==> src/rtl/uart_receiver.sv <==
// 8N1 UART receive path: synchronise i_rx, find the start edge, sample each bit mid-period and emit the byte.
// Optional UART_RX_MAJORITY_VOTE_EN: each sample point becomes a 2-of-3 vote over three consecutive cycles.
module uart_receiver #(
  parameter int unsigned BAUD_RATE         = 10000,
  parameter int unsigned CLOCK_FREQUENCY   = 250000,
  parameter int unsigned CYCLES_PER_SAMPLE = CLOCK_FREQUENCY / BAUD_RATE,
  parameter int unsigned HALF_SAMPLE       = CYCLES_PER_SAMPLE / 2
) (
  input  logic       clk,
  input  logic       i_reset_n,
  input  logic       i_rx,
  output logic [0:7] o_data,
  output logic       o_valid,
  output logic       o_frame_error,
  output logic       o_busy
);

  typedef enum logic [1:0] {
    IDLE,
    START,
    DATA,
    STOP
  } state_t;

  localparam logic [15:0] LAST_COUNT = 16'(CYCLES_PER_SAMPLE - 1);
`ifdef UART_RX_MAJORITY_VOTE_EN
  // Start decision waits one extra cycle; later decisions inherit that shift.
  localparam logic [15:0] START_COUNT = 16'(HALF_SAMPLE + 1);
`else
  localparam logic [15:0] START_COUNT = 16'(HALF_SAMPLE);
`endif

  state_t      state;
  state_t      next_state;
  logic        rx_meta;
  logic        rx_s;
  logic        rx_d;
  logic [15:0] cycle_count;
  logic [3:0]  bit_index;
  logic [0:7]  shift_reg;
  logic        start_edge;
  logic        at_start_point;
  logic        at_bit_end;
  logic        sample_bit;
  logic        valid_next;
  logic        frame_error_next;
  logic        busy_next;

  always_ff @(posedge clk or negedge i_reset_n) begin
    if (!i_reset_n) begin
      rx_meta <= 1'b1;
      rx_s    <= 1'b1;
      rx_d    <= 1'b1;
    end else begin
      rx_meta <= i_rx;
      rx_s    <= rx_meta;
      rx_d    <= rx_s;
    end
  end

`ifdef UART_RX_MAJORITY_VOTE_EN
  logic [1:0] rx_hist;

  always_ff @(posedge clk or negedge i_reset_n) begin
    if (!i_reset_n) begin
      rx_hist <= '1;
    end else begin
      rx_hist <= {rx_hist[0], rx_s};
    end
  end

  always_comb begin
    sample_bit = (rx_hist[1] & rx_hist[0]) | (rx_hist[1] & rx_s) | (rx_hist[0] & rx_s);
  end
`else
  always_comb begin
    sample_bit = rx_s;
  end
`endif

  always_comb begin
    start_edge     = (rx_s == 1'b0) && (rx_d == 1'b1);
    at_start_point = (cycle_count == START_COUNT);
    at_bit_end     = (cycle_count == LAST_COUNT);
  end

  always_ff @(posedge clk or negedge i_reset_n) begin
    if (!i_reset_n) begin
      state <= IDLE;
    end else begin
      state <= next_state;
    end
  end

  always_comb begin
    next_state = state;
    unique case (state)
      IDLE: begin
        // Edge-triggered, so a line held low after a break cannot re-arm.
        if (start_edge) next_state = START;
      end
      START: begin
        if (at_start_point) next_state = sample_bit ? IDLE : DATA;
      end
      DATA: begin
        if (at_bit_end && (bit_index == 4'd7)) next_state = STOP;
      end
      STOP: begin
        if (at_bit_end) next_state = IDLE;
      end
      default: next_state = IDLE;
    endcase
  end

  always_ff @(posedge clk or negedge i_reset_n) begin
    if (!i_reset_n) begin
      cycle_count <= '0;
      bit_index   <= '0;
      shift_reg   <= '0;
    end else begin
      unique case (state)
        IDLE: begin
          cycle_count <= '0;
          bit_index   <= '0;
        end
        START: begin
          if (at_start_point) begin
            cycle_count <= '0;
            bit_index   <= '0;
          end else begin
            cycle_count <= cycle_count + 16'd1;
          end
        end
        DATA: begin
          if (at_bit_end) begin
            shift_reg[bit_index[2:0]] <= sample_bit;
            cycle_count               <= '0;
            bit_index                 <= (bit_index == 4'd7) ? 4'd0 : bit_index + 4'd1;
          end else begin
            cycle_count <= cycle_count + 16'd1;
          end
        end
        STOP: begin
          if (at_bit_end) begin
            cycle_count <= '0;
          end else begin
            cycle_count <= cycle_count + 16'd1;
          end
        end
        default: begin
          cycle_count <= '0;
          bit_index   <= '0;
        end
      endcase
    end
  end

  always_comb begin
    valid_next       = 1'b0;
    frame_error_next = 1'b0;
    busy_next        = (next_state != IDLE);
    if ((state == STOP) && at_bit_end) begin
      valid_next       = sample_bit;
      frame_error_next = !sample_bit;
    end
  end

  always_ff @(posedge clk or negedge i_reset_n) begin
    if (!i_reset_n) begin
      o_data        <= '0;
      o_valid       <= 1'b0;
      o_frame_error <= 1'b0;
      o_busy        <= 1'b0;
    end else begin
      o_valid       <= valid_next;
      o_frame_error <= frame_error_next;
      o_busy        <= busy_next;
      if (valid_next) o_data <= shift_reg;
    end
  end

endmodule

==> config.mk <==
export PLATFORM = sky130hd
export DESIGN_NAME = uart_receiver
export DESIGN_NICKNAME = d
export VERILOG_FILES = /design/src/rtl/uart_receiver.sv
export SDC_FILE = /design/constraint.sdc
export NUM_CORES = 1
export LEC_CHECK = 0
export ABC_AREA = 1
export CORE_MARGIN = 8
export CORE_UTILIZATION = 59
export CTS_CLUSTER_SIZE = 14
export DETAILED_ROUTE_END_ITERATION = 10
export PLACE_DENSITY = 0.85
export SLEW_MARGIN = 20
export SYNTH_ARGS = -nofsm -noshare
export SYNTH_HDL_FRONTEND = slang
export SYNTH_SLANG_ARGS = --single-unit
==> constraint.sdc <==
create_clock -name clk -period 1.5 [get_ports clk]
set_input_delay 0.225 -clock clk [delete_from_list [all_inputs] [get_ports clk]]
set_output_delay 0.225 -clock clk [all_outputs]
set_load 0.01 [all_outputs]
* Yosys cells after proc, flatten, opt, wreduce, memory -nomap -nowiden *
Cells that the tools add are included.

storage, ports and cells
  register bits after elaboration = 44
  input bits = 3
  output and inout port bits = 11
  logic and storage cells = 54

operators by class
  add/sub/neg operators = 2
  order comparisons = 2
  eq/ne operators = 8
  muxes and demuxes = 18
  bitwise gates (word level) = 2
  reductions and logical operators = 11

operators by type and width
  kind                     count
  $pmux W16 S3             1
  $mux W16                 2
  $add A16 B1 Y16 const B  1
  $eq A16 B4 Y1 const B    1
  $eq A16 B5 Y1 const B    1
  $mux W4                  3
  $pmux W4 S3              1
  $mux W2                  5
  $bwmux W8                1
  $pmux W2 S4              1
  $add A4 B1 Y4 const B    1
  $eq A2 B2 Y1 const B     2
  $eq A4 B3 Y1 const B     1
  $ge A4 B4 Y1 const B     1
  $logic_and A1 B1 Y1      4
  $lt A4 B1 Y1 const B     1
  $ne A2 B2 Y1 const B     2
  $not A3 Y4               1
  $demux W1 S3             1
  $mux W1                  3
  $reduce_and A3 Y1        1
  $reduce_bool A3 Y1       1
  $eq A2 B1 Y1 const B     1
  $logic_not A2 Y1         1
  other kinds (5)          5

* Logic depth before layout (Yosys ltp) *
Gate-level depths: netlist of the first run.

  word-level depth = 6
  gate-level depth with buffers = 11
  mapped depth without buffers = 11

* Worst setup path after synthesis of the first run *
OpenSTA, ideal clock, no wires.

  path kind = register -> register
  from = register cycle_count[0]
  to = register o_busy
  setup time = 128 ps
  arrival time = 1294 ps
  required time = 1372 ps
  path slack = 77 ps
  stages on the path, launching flop included = 10
  buffers on the path = 0
  clock period less this slack = 1423 ps
  path through = dfrtp_1 > inv_1 > ha_1 > nand3_1 > nor2_2 > nand2_2 > nand2_4 > nand2_1 > nor2_1 > nand3_1

on the way
  longest elaborated chain between the ends = 5
  elaborated cells on any way between the ends = 8
  classes of those cells = eq/ne: 2; mux: 4; reduce/logical: 2

ends and longest elaborated chain
  what                    RTL line  text
  start, declared         38        logic [15:0] cycle_count;
  start signal, assigned  131       cycle_count <= cycle_count + 16'd1;
  start signal, assigned  140       cycle_count <= cycle_count + 16'd1;
  start signal, assigned  147       cycle_count <= cycle_count + 16'd1;
  $eq A16 B5 Y1           84        at_bit_end = (cycle_count == LAST_COUNT);
  $logic_and A1 B1 Y1     106       if (at_bit_end && (bit_index == 4'd7)) next_state = STOP;
  $mux W2                 106
  $pmux W2 S4 *           97        unique case (state)
  $reduce_bool A2 Y1 *    161       busy_next = (next_state != IDLE);
  net busy_next           47        logic busy_next;
  end signal, assigned    177       o_busy <= busy_next;
  end, declared           15        output logic o_busy

Mark *: on every way through the listed nets, which the timed path passes. The rest lies on a longest branch.
A chain may end at the register's enable or synchronous reset.

* Worst setup path after layout of the first run *
  from = register cycle_count[0]
  to = register cycle_count[12]

on the way
  longest elaborated chain between the ends = 3
  elaborated cells on any way between the ends = 6
  classes of those cells = add/sub: 1; eq/ne: 2; mux: 3

ends and longest elaborated chain
  what                                           RTL line       text
  $add A16 B1 Y16, or another cell as far along  131, 140, 147
  $mux W16, on equally long branches             135, 144, 127
  $pmux W16 S3 *                                 121            unique case (state)

Mark *: on every way between the ends. The rest lies on a longest branch, timed or not.

==> results_dict.tcl, run 1 <==
set metrics [dict create \
    clkSlewWorstSetupHoldPaths_ns 0.08 \
    drt_first_pass_iters 5 \
    dr_total_vias 2145 \
    worst-path-max-fanout 3 \
    crit_cells 9 \
    ys_seq_area_share_pct 48.0 \
    antennaDiodeCount 0 \
    cts_inserted_buffers 5 \
    whs_ns 0.337 \
    p_int_mw 2.26 \
    seq_area_um2 1110 \
    antenna_found_initial 0 \
    die_y_um 78.5 \
    async_flop_share_pct 100 \
    syn_nets 294 \
    largest_reg_flops 16 \
    criticalPathCategory "flip-flop to flip-flop" \
    maxCapViolCount 0 \
    avgSynthCellArea_um2 7.99 \
    drc_errors 0 \
    seqPwrFrac_pct 39.7 \
    finalWorstSetupSlack_ns -0.0639 \
    path_cells "buf_4, ha_4, nand3_2, nor2_4, inv_2, nor2_4, nand3_2, nor2_1, nor2_1" \
    hold_viol 0 \
    ios 14 \
    wl_mm 6.14 \
    fillers 211 \
    grt_pass1_wl_mm 8.77 \
    place_area_um2 2530 \
    powerDensity_nw_per_um2 1140 \
    start_util_pct 62.0 \
    core_um2 3720 \
    portBuffers 13 \
    cts_root_buf "clkbuf_8" \
    slew_viol_final 0 \
    period_share_pct 104 \
    ys_ff_latch 44 \
    numClockSinks 44 \
    critPathCaptureType "flip-flop" \
    track_usage_pct 17.6 \
    rr_worst_depth 9 \
    die_x_um 78.5 \
    critPathMaxStageDelay_ns 0.39 \
    switchingPower_mw 1.19 \
    rsz0062_at_grt "true" \
    rows 22 \
    stdcell_area_um2 3030 \
    syn-instance-count 288 \
    finalCriticalPeriod_ns 1.56 \
    hp-class "input pin to flip-flop" \
    drive_above_1_share_pct 35.8 \
    multi_input_area_um2 1290 \
    hpwlAfterDp_mm 3.43 \
    synth_area_um2 2300 \
    clock_path_buffers 2 \
    finalSetupViolations 28 \
    slew_headroom_pct 75.4 \
    gp_congestion 0.858 \
    grt_max_degree 30 \
    worstMarginPinSlew_ns 0.368 \
    route.detailed.wl_per_inst_um 16.3 \
    cts_tree "built" \
    peakVddDrop_mv 1.05 \
    timing.fmax_ghz 0.639 \
    die-area_um2 6160 \
    min_path_cells 1 \
    nNetsFinal 335 \
    failed_checks "negative setup slack" \
    switching_share_pct 34.4 \
    globalRoute.totalOverflow 0 \
    clkLatencyLatePin_ns 0.30 \
    finClkSkew_ns 0.0126 \
    p_leak_nw 1.44 \
    ys_warn_count 0 \
    htree_levels 2 \
    dr.first_iter.drc_count 206 \
    antenna_left 0 \
    synth-edff-count 0 \
    cp.arrival_ns 1.76 \
    combPwrFrac_pct 32.5 \
    pwr-share-clk_pct 27.8 \
    slowest_stage "dfrtp_1" \
    grt_pass1_vias 1933 \
    path_delay_family "simple AND/OR/NAND/NOR gates" \
    synth.distinct_cells 29 \
    required_ns 1.70 \
    outcome "complete, but fails checks" \
    power_mw 3.45 \
    syn2layout_area_growth_pct 31.6 \
    via_per_inst 5.67 \
    synth_flop_cell "dfrtp_1" \
    path_buf_inv 2 \
    startpoint_type "flip-flop" \
]
==> worst reg2reg max path, stage by stage, from the launching register on <==
cell     delay, ns
dfrtp_1       0.39
buf_4         0.14
ha_4          0.15
nand3_2       0.11
nor2_4        0.15
inv_2         0.08
nor2_4        0.14
nand3_2       0.10
nor2_1        0.15
nor2_1        0.06
==> power groups by stage <==
stage          combinational [mW]  clock, mW  sequential, mW
6_report                     1.12      0.958            1.37
5_1_grt                      1.20       1.03            1.38
4_1_cts                     0.737      0.978            1.36
3_5_place_dp                0.608          0            1.37
3_3_place_gp                0.593          0            1.37
2_1_floorplan               0.441          0            1.34
==> kinds of logic (layout without fill, tap and decap cells) <==
family	Yosys count	after routing	synth area share (%)
xor gates and xnor gates	2	2	0.761
adders and majority gates	3	3	1.63
DFF	44	44	48.0
buffers and inverters	33	74	6.09
AOI/OAI and AO/OA	19	19	4.29
and+or+nand+nor	187	188	39.2
==> placed cells by master, fill, tap and decap left out, drive strengths merged <==
| master | instances |
|---|---|
| nand4 | 5 |
| o21ai | 13 |
| nand3 | 20 |
| clkbuf | 6 |
| clkdlybuf4s50 | 11 |
| dfstp | 3 |
| clkinv | 5 |
| nor3 | 6 |
| dlygate4sd3 | 1 |
| ha | 3 |
| buf | 20 |
| a31oi | 1 |
| dlymetal6s2s | 1 |
| bufinv | 1 |
| nand2 | 101 |
| a21oi | 4 |
| inv | 29 |
| dfrtp | 41 |
| o21bai | 1 |
| nor2 | 56 |
| xnor2 | 2 |
==> cell usage after synthesis, types with 2 or more instances <==
cell type / number / area (um^2)
nand2_2: 11 / 68.8
dfrtp_1: 41 / 1030
nand4_1: 3 / 18.8
xnor2_1: 2 / 17.5
inv_2: 3 / 11.3
nand3_2: 3 / 30.0
nor2_4: 6 / 67.6
o21ai_0: 5 / 25.0
a21oi_1: 4 / 20.0
nor3_2: 3 / 30.0
nand2_4: 2 / 22.5
nor2_1: 45 / 169
inv_1: 24 / 90.1
nor2_2: 4 / 25.0
nor3_1: 3 / 15.0
o21ai_1: 8 / 40.0
nand3_1: 17 / 85.1
buf_4: 2 / 15.0
dfstp_2: 3 / 78.8
nand2_1: 88 / 330
ha_1: 3 / 37.5
==> per-layer routing <==
metal  track usage, %  wire [um]
met1             20.9       2360
met2             29.5       3160
met3             4.33        381
met4             7.41        234
met5                0          0
==> per-stage QoR <==
| stage | TNS (ns) | worst slack [ns] | utilization [%] | cells |
|---|---|---|---|---|
| global route | -3.23 | -0.164 | 81.5 | 378 |
| detailed placement | -0.545 | -0.0486 | 68.1 | 353 |
| finish | -0.584 | -0.0639 | 81.5 | 378 |
| CTS | -0.0103 | -0.0103 | 74.4 | 370 |
| floorplan | 0 | 0.0775 | - | 288 |
| global placement | -0.00245 | -0.00245 | 68.1 | 353 |
==> final timing paths <==
| kind | end | slack [ns] | from |
|---|---|---|---|
| setup / recovery | cycle_count[12] | -0.06 | cycle_count[0] |
| hold / removal | rx_meta | 0.34 | i_rx |
| setup reg to reg | cycle_count[12] | -0.06 | cycle_count[0] |
| hold reg to reg | rx_s | 0.34 | rx_meta |
| max in group asynchronous | cycle_count[6] | 0.66 | i_reset_n |
| min in group asynchronous | o_busy | 0.37 | i_reset_n |
==> layout make-up <==
class                           count  share of cell area, %
Multi-Input combinational cell    212                   42.5
Sequential cell                    44                   36.5
Timing Repair Buffer               33                   9.66
Inverter                           31                   4.58
Clock buffer                        6                   2.73
Tap cell                           48                   1.98
Clock inverter                      2                   1.28
Timing Repair inverter              2                  0.743
==> repair_timing <==
action / in CTS / in global routing
buffers inserted: 6 / 7
pin swaps: 6 / 12
hold buffers: 1 / 0
resized for setup: 12 / 63
endpoints found under the setup margin: 33 / 40
gates cloned: 2 / 1
hold endpoints to repair: 12 / 0
Note: power is estimated with default switching activity, not from simulation.
==> run 2, diff against run 1 <==
- CORE_UTILIZATION: 59 -> 53
- PLACE_DENSITY: 0.85 -> 0.81
- clock period: 1.5 -> 1.4 ns (I/O delays scaled with it)
==> run 2 against run 1 <==
Net effect: combinational power fell by 11%; flip-flop and latch count did not move; the run still ends with negative setup slack left; total power fell by 0.97%; highest routed layer unchanged; via count fell by 7.4%; first-iteration DRC count fell by 35%; register-to-register slack barely moved; clock power rose by 3.3%.
==> results_dict.tcl, run 2 (synthesized netlist as in run 1, its figures left out) <==
set metrics [dict create \
    min_from "i_rx" \
    drt_first_pass_iters 4 \
    finalSetupViolations 28 \
    hold_viol 0 \
    clkLatencyLatePin_ns 0.30 \
    start_util_pct 54.0 \
    startpoint_type "flip-flop" \
    antenna_found_initial 0 \
    core_um2 4260 \
    antenna_left 0 \
    dr_total_vias 1987 \
    worstReg2RegStart "cycle_count[0]" \
    path_cells "inv_2, ha_4, nand2_2, clkinv_2, nand2_2, nor2_4, nand2_2, nand2_2, nand2_8, inv_4, nor3_2" \
    tns_ns -1.04 \
    drc_errors 0 \
    worstMarginPinSlew_ns 0.361 \
    cp.arrival_ns 1.66 \
    dp_slack_ns -0.108 \
    required_ns 1.59 \
    syn2layout_area_growth_pct 25.3 \
    finalWorstSetupSlack_ns -0.0760 \
    cts_inserted_buffers 5 \
    die_x_um 81.9 \
    drive_above_1_share_pct 28.2 \
    path_common_cell "nand2_2" \
    grt_max_degree 45 \
    hpwlAfterDp_mm 3.38 \
    htree_levels 2 \
    largest_reg_flops 16 \
    slowest_stage "dfrtp_1" \
    route.detailed.wl_per_inst_um 13.1 \
    p_leak_nw 1.41 \
    outcome "complete, but fails checks" \
    slew_viol_final 0 \
    cts_root_buf "clkbuf_8" \
    critPathCaptureType "flip-flop" \
    finalCriticalPeriod_ns 1.48 \
    maxCapViolCount 0 \
    cp-startpoint "cycle_count[0]" \
    rsz0062_at_grt "true" \
    via_per_inst 5.16 \
    track_usage_pct 15.6 \
    finClkSkew_ns 0.00953 \
    period_share_pct 105 \
    hp-class "input pin to flip-flop" \
    die_y_um 81.9 \
    slew_headroom_pct 75.8 \
    numClockSinks 44 \
    die-area_um2 6710 \
    dr.first_iter.drc_count 133 \
    powerDensity_nw_per_um2 1180 \
    whs_ns 0.309 \
    clock_path_buffers 2 \
    gp_congestion 0.832 \
    portBuffers 13 \
    grt_pass1_wl_mm 8.14 \
    criticalPathCategory "flip-flop to flip-flop" \
    wl_mm 5.04 \
    layout_common_cells "84 x nand2_1, 40 x nor2_1, 37 x dfrtp_1" \
    grt_pass1_vias 1841 \
    critPathMaxStageDelay_ns 0.39 \
    clkSlewWorstSetupHoldPaths_ns 0.09 \
    globalRoute.totalOverflow 0 \
    timing.fmax_ghz 0.678 \
    ios 14 \
    peakVddDrop_mv 0.831 \
    nNetsFinal 338 \
    final_common_cell "nand2_1" \
    worst-path-max-fanout 6 \
    power_mw 3.41 \
    cts_tree "built" \
    failed_checks "negative setup slack" \
    antennaDiodeCount 0 \
    rows 24 \
]
==> run 2: changes by cell type in the layout (fill, tap and decap cells not counted), sizes merged <==
cell           before  now
buf                20   25
clkbuf              6    5
clkdlybuf4s50      11    1
dlygate4sd2         0    8
dlymetal6s2s        1    3
nand4               5    4
==> run 2: layout make-up <==
| class | count | area [um^2] |
|---|---|---|
| clock buffers | 5 | 68.8 |
| clock inverters | 3 | 47.5 |
| multi-input cells | 211 | 1130 |
| repair buffers | 38 | 325 |
| flip-flops and latches | 44 | 1110 |
| fillers | 326 | 1380 |
| repair inverters | 1 | 6.26 |
| well taps | 52 | 65.1 |
| inverters | 31 | 131 |
==> run 2: worst paths after layout <==
kind,endpoint,slack [ns],cells past startpoint
max in group asynchronous,rx_s,0.72,3
worst min register to register,rx_s,0.36,0
worst max-delay path,cycle_count[5],-0.08,11
min in group asynchronous,cycle_count[4],0.41,3
worst max register to register,cycle_count[5],-0.08,11
worst min-delay path,rx_meta,0.31,1
==> run 2: what timing repair did <==
action	4_1_cts	5_1_grt
endpoints found under the hold margin	41	0
gates cloned	1	0
hold buffers	1	0
buffers inserted	2	5
gates resized for setup	22	14
pin swaps	7	4
endpoints found under the setup margin	37	41
==> run 2: report_power, final <==
part	total (mW)	leakage, nW	internal, mW	switching [mW]
combinational	0.997	0.762	0.408	0.589
sequential	1.43	0.587	1.36	0.0685
clock	0.990	0.0583	0.538	0.453
==> run 2: routing by layer <==
metal | wire length [um] | track usage, % | up-vias
met5 | 0 | 0 | -
met4 | 61 | 6.32 | 0
met3 | 239 | 2.84 | 7
met2 | 2530 | 26.3 | 43
met1 | 2210 | 19.1 | 946
li1 | - | - | 991
==> run 2: metrics by stage <==
stage / util (%) / cells / area [um^2]
2_1_floorplan: - / 288 / 2310
3_3_place_gp: 61.7 / 368 / 2630
3_5_place_dp: 61.7 / 368 / 2630
4_1_cts: 65.8 / 380 / 2810
5_1_grt: 67.6 / 385 / 2880
6_report: 67.6 / 385 / 2880
==> run 2: worst max-delay path, delay by kind of cell (launching register included) <==
family	cells	cell delay, ns
AND/OR/NAND/NOR	7	0.59
flip-flops	1	0.39
buffers and inverters	3	0.23
adder cells (fa/ha/maj)	1	0.15
==> run 3, diff against run 2 <==
- CORE_MARGIN: 8 -> unset
- CTS_CLUSTER_DIAMETER: unset -> 40
==> run 3 against run 2 <==
Net effect: the run still ends with negative setup slack left; critical path depth unchanged; register-to-register slack barely moved; sequential power is essentially flat; design area is 2.0% lower; cell count fell by 1.6%; wire length shrank 8.9%; setup slack lost 0.0063 ns; maximum frequency shrank 0.42%; core utilization rose by 1.5 points; first-iteration DRC count increased by 25%; largest cell class unchanged.
==> results_dict.tcl, run 3 (synthesized netlist as in run 1, its figures left out) <==
set metrics [dict create \
    maxCapViolCount 0 \
    slew_viol_final 0 \
    finalWorstSetupSlack_ns -0.0822 \
    dr_total_vias 1889 \
    required_ns 1.60 \
    slowest_stage "dfrtp_1" \
    globalRoute.totalOverflow 0 \
    nNetsFinal 334 \
    grt_pass1_wl_mm 7.72 \
    pwr-share-clk_pct 30.1 \
    cts_tree "built" \
    cts_inserted_buffers 5 \
    rr_worst_depth 11 \
    powerDensity_nw_per_um2 1180 \
    clkSlewWorstSetupHoldPaths_ns 0.09 \
    outcome "complete, but fails checks" \
    die_x_um 67.9 \
    portBuffers 13 \
    r2r_slack_ns -0.08 \
    place_area_um2 2640 \
    ios 14 \
    core_um2 4090 \
    worstReg2RegStart "cycle_count[0]" \
    die-area_um2 4610 \
    worst-path-max-fanout 6 \
    antenna_found_initial 0 \
    antenna_left 0 \
    cp.arrival_ns 1.68 \
    min_to "rx_meta" \
    drt_first_pass_iters 4 \
    min_path_cells 1 \
    track_usage_pct 23.1 \
    reg2reg_to "cycle_count[5]" \
    numClockSinks 44 \
    period_share_pct 106 \
    cts_root_buf "clkbuf_8" \
    grt_max_degree 27 \
    finClkSkew_ns 0.00463 \
    gp_congestion 0.908 \
    grt_pass1_vias 1722 \
    hp-class "input pin to flip-flop" \
    peakVddDrop_mv 0.943 \
    slew_headroom_pct 68.7 \
    seqPwrFrac_pct 43.2 \
    switchingPower_mw 1.09 \
    path_common_cell "nand2_2" \
    layout_common_cells "85 x nand2_1, 40 x dfrtp_1, 38 x nor2_1" \
    dr.first_iter.drc_count 166 \
    largest_reg_flops 16 \
    start_util_pct 56.3 \
    p_int_mw 2.25 \
    hpwlAfterDp_mm 3.35 \
    worstMarginPinSlew_ns 0.469 \
    critPathMaxStageDelay_ns 0.42 \
    stdcell_area_um2 2830 \
    path_cells "inv_2, ha_4, nand2_2, clkinv_2, nand2_2, nor2_4, nand2_2, nand2_2, nand2_4, inv_8, nor3_2" \
    clock_path_buffers 2 \
    switching_share_pct 32.6 \
    final_common_cell "nand2_1" \
    rows 23 \
    drive_above_1_share_pct 26.4 \
    final_util_pct 69.2 \
    path_delay_family "simple AND/OR/NAND/NOR gates" \
    combPwrFrac_pct 26.6 \
    route.detailed.wl_per_inst_um 12.1 \
    drc_errors 0 \
    p_leak_nw 1.37 \
    antennaDiodeCount 0 \
    via_per_inst 4.98 \
    criticalPathCategory "flip-flop to flip-flop" \
    die_y_um 67.9 \
    rsz0062_at_grt "true" \
    fillers 338 \
    multi_input_area_um2 1110 \
    seq_area_um2 1110 \
    syn2layout_area_growth_pct 22.8 \
    clkLatencyLatePin_ns 0.30 \
    startpoint_type "flip-flop" \
    finalSetupViolations 25 \
    finalCriticalPeriod_ns 1.48 \
    hold_viol 0 \
    timing.fmax_ghz 0.675 \
    critPathCaptureType "flip-flop" \
    htree_levels 2 \
    failed_checks "negative setup slack" \
    whs_ns 0.305 \
    min_from "i_rx" \
    path_buf_inv 3 \
    wl_mm 4.59 \
]
==> run 3: worst max-delay path by stage <==
stage / slack [ns] / end / cells after the start / startpoint
detailed placement: -0.07 / o_data[7] / 10 / cycle_count[0]
CTS: -0.06 / cycle_count[12] / 10 / cycle_count[1]
floorplan: 0.0005 / o_busy / 11 / cycle_count[1]
finish: -0.08 / cycle_count[5] / 11 / cycle_count[0]
global placement: -0.07 / o_busy / 11 / cycle_count[0]
global route: -0.17 / o_busy / 11 / cycle_count[0]
==> run 3: power by group through the flow <==
stage / clock [mW] / sequential (mW) / combinational [mW]
after detailed placement: 0 / 1.46 / 0.761
after CTS: 1.03 / 1.44 / 0.802
after global placement: 0 / 1.45 / 0.744
after global routing: 1.07 / 1.45 / 0.995
after floorplan: 0 / 1.44 / 0.505
final: 1.01 / 1.44 / 0.888
==> run 3: per-layer routing <==
metal | share of wire, % | global-route usage (%)
met1 | 48 | 32.0
met4 | 1.6 | 8.07
met3 | 2.6 | 5.50
met2 | 47 | 35.3
met5 | 0 | 0
==> run 3: what timing repair did <==
action,in CTS,in global routing
hold buffers,1,0
hold endpoints to repair,15,0
setup buffers,1,0
gates resized for setup,19,12
setup endpoints to repair,41,41
pin swaps,6,1
cloned,0,1
==> run 3: final cells by class <==
class	count	area share, %
inverters	31	4.65
clock buffers	5	2.43
repair buffers	34	10.3
multi-input cells	211	39.3
flip-flops and latches	44	39.1
well taps	50	2.21
clock inverters	3	1.64
repair inverters	1	0.310
==> run 3: per-stage QoR <==
step | cells | TNS (ns) | total power, mW | worst slack (ns)
2_1_floorplan | 288 | 0 | 1.95 | 0.000530
3_3_place_gp | 368 | -0.301 | 2.20 | -0.0698
3_5_place_dp | 368 | -1.08 | 2.22 | -0.0662
4_1_cts | 378 | -0.718 | 3.27 | -0.0597
5_1_grt | 379 | -4.58 | 3.51 | -0.174
6_report | 379 | -1.39 | 3.33 | -0.0822
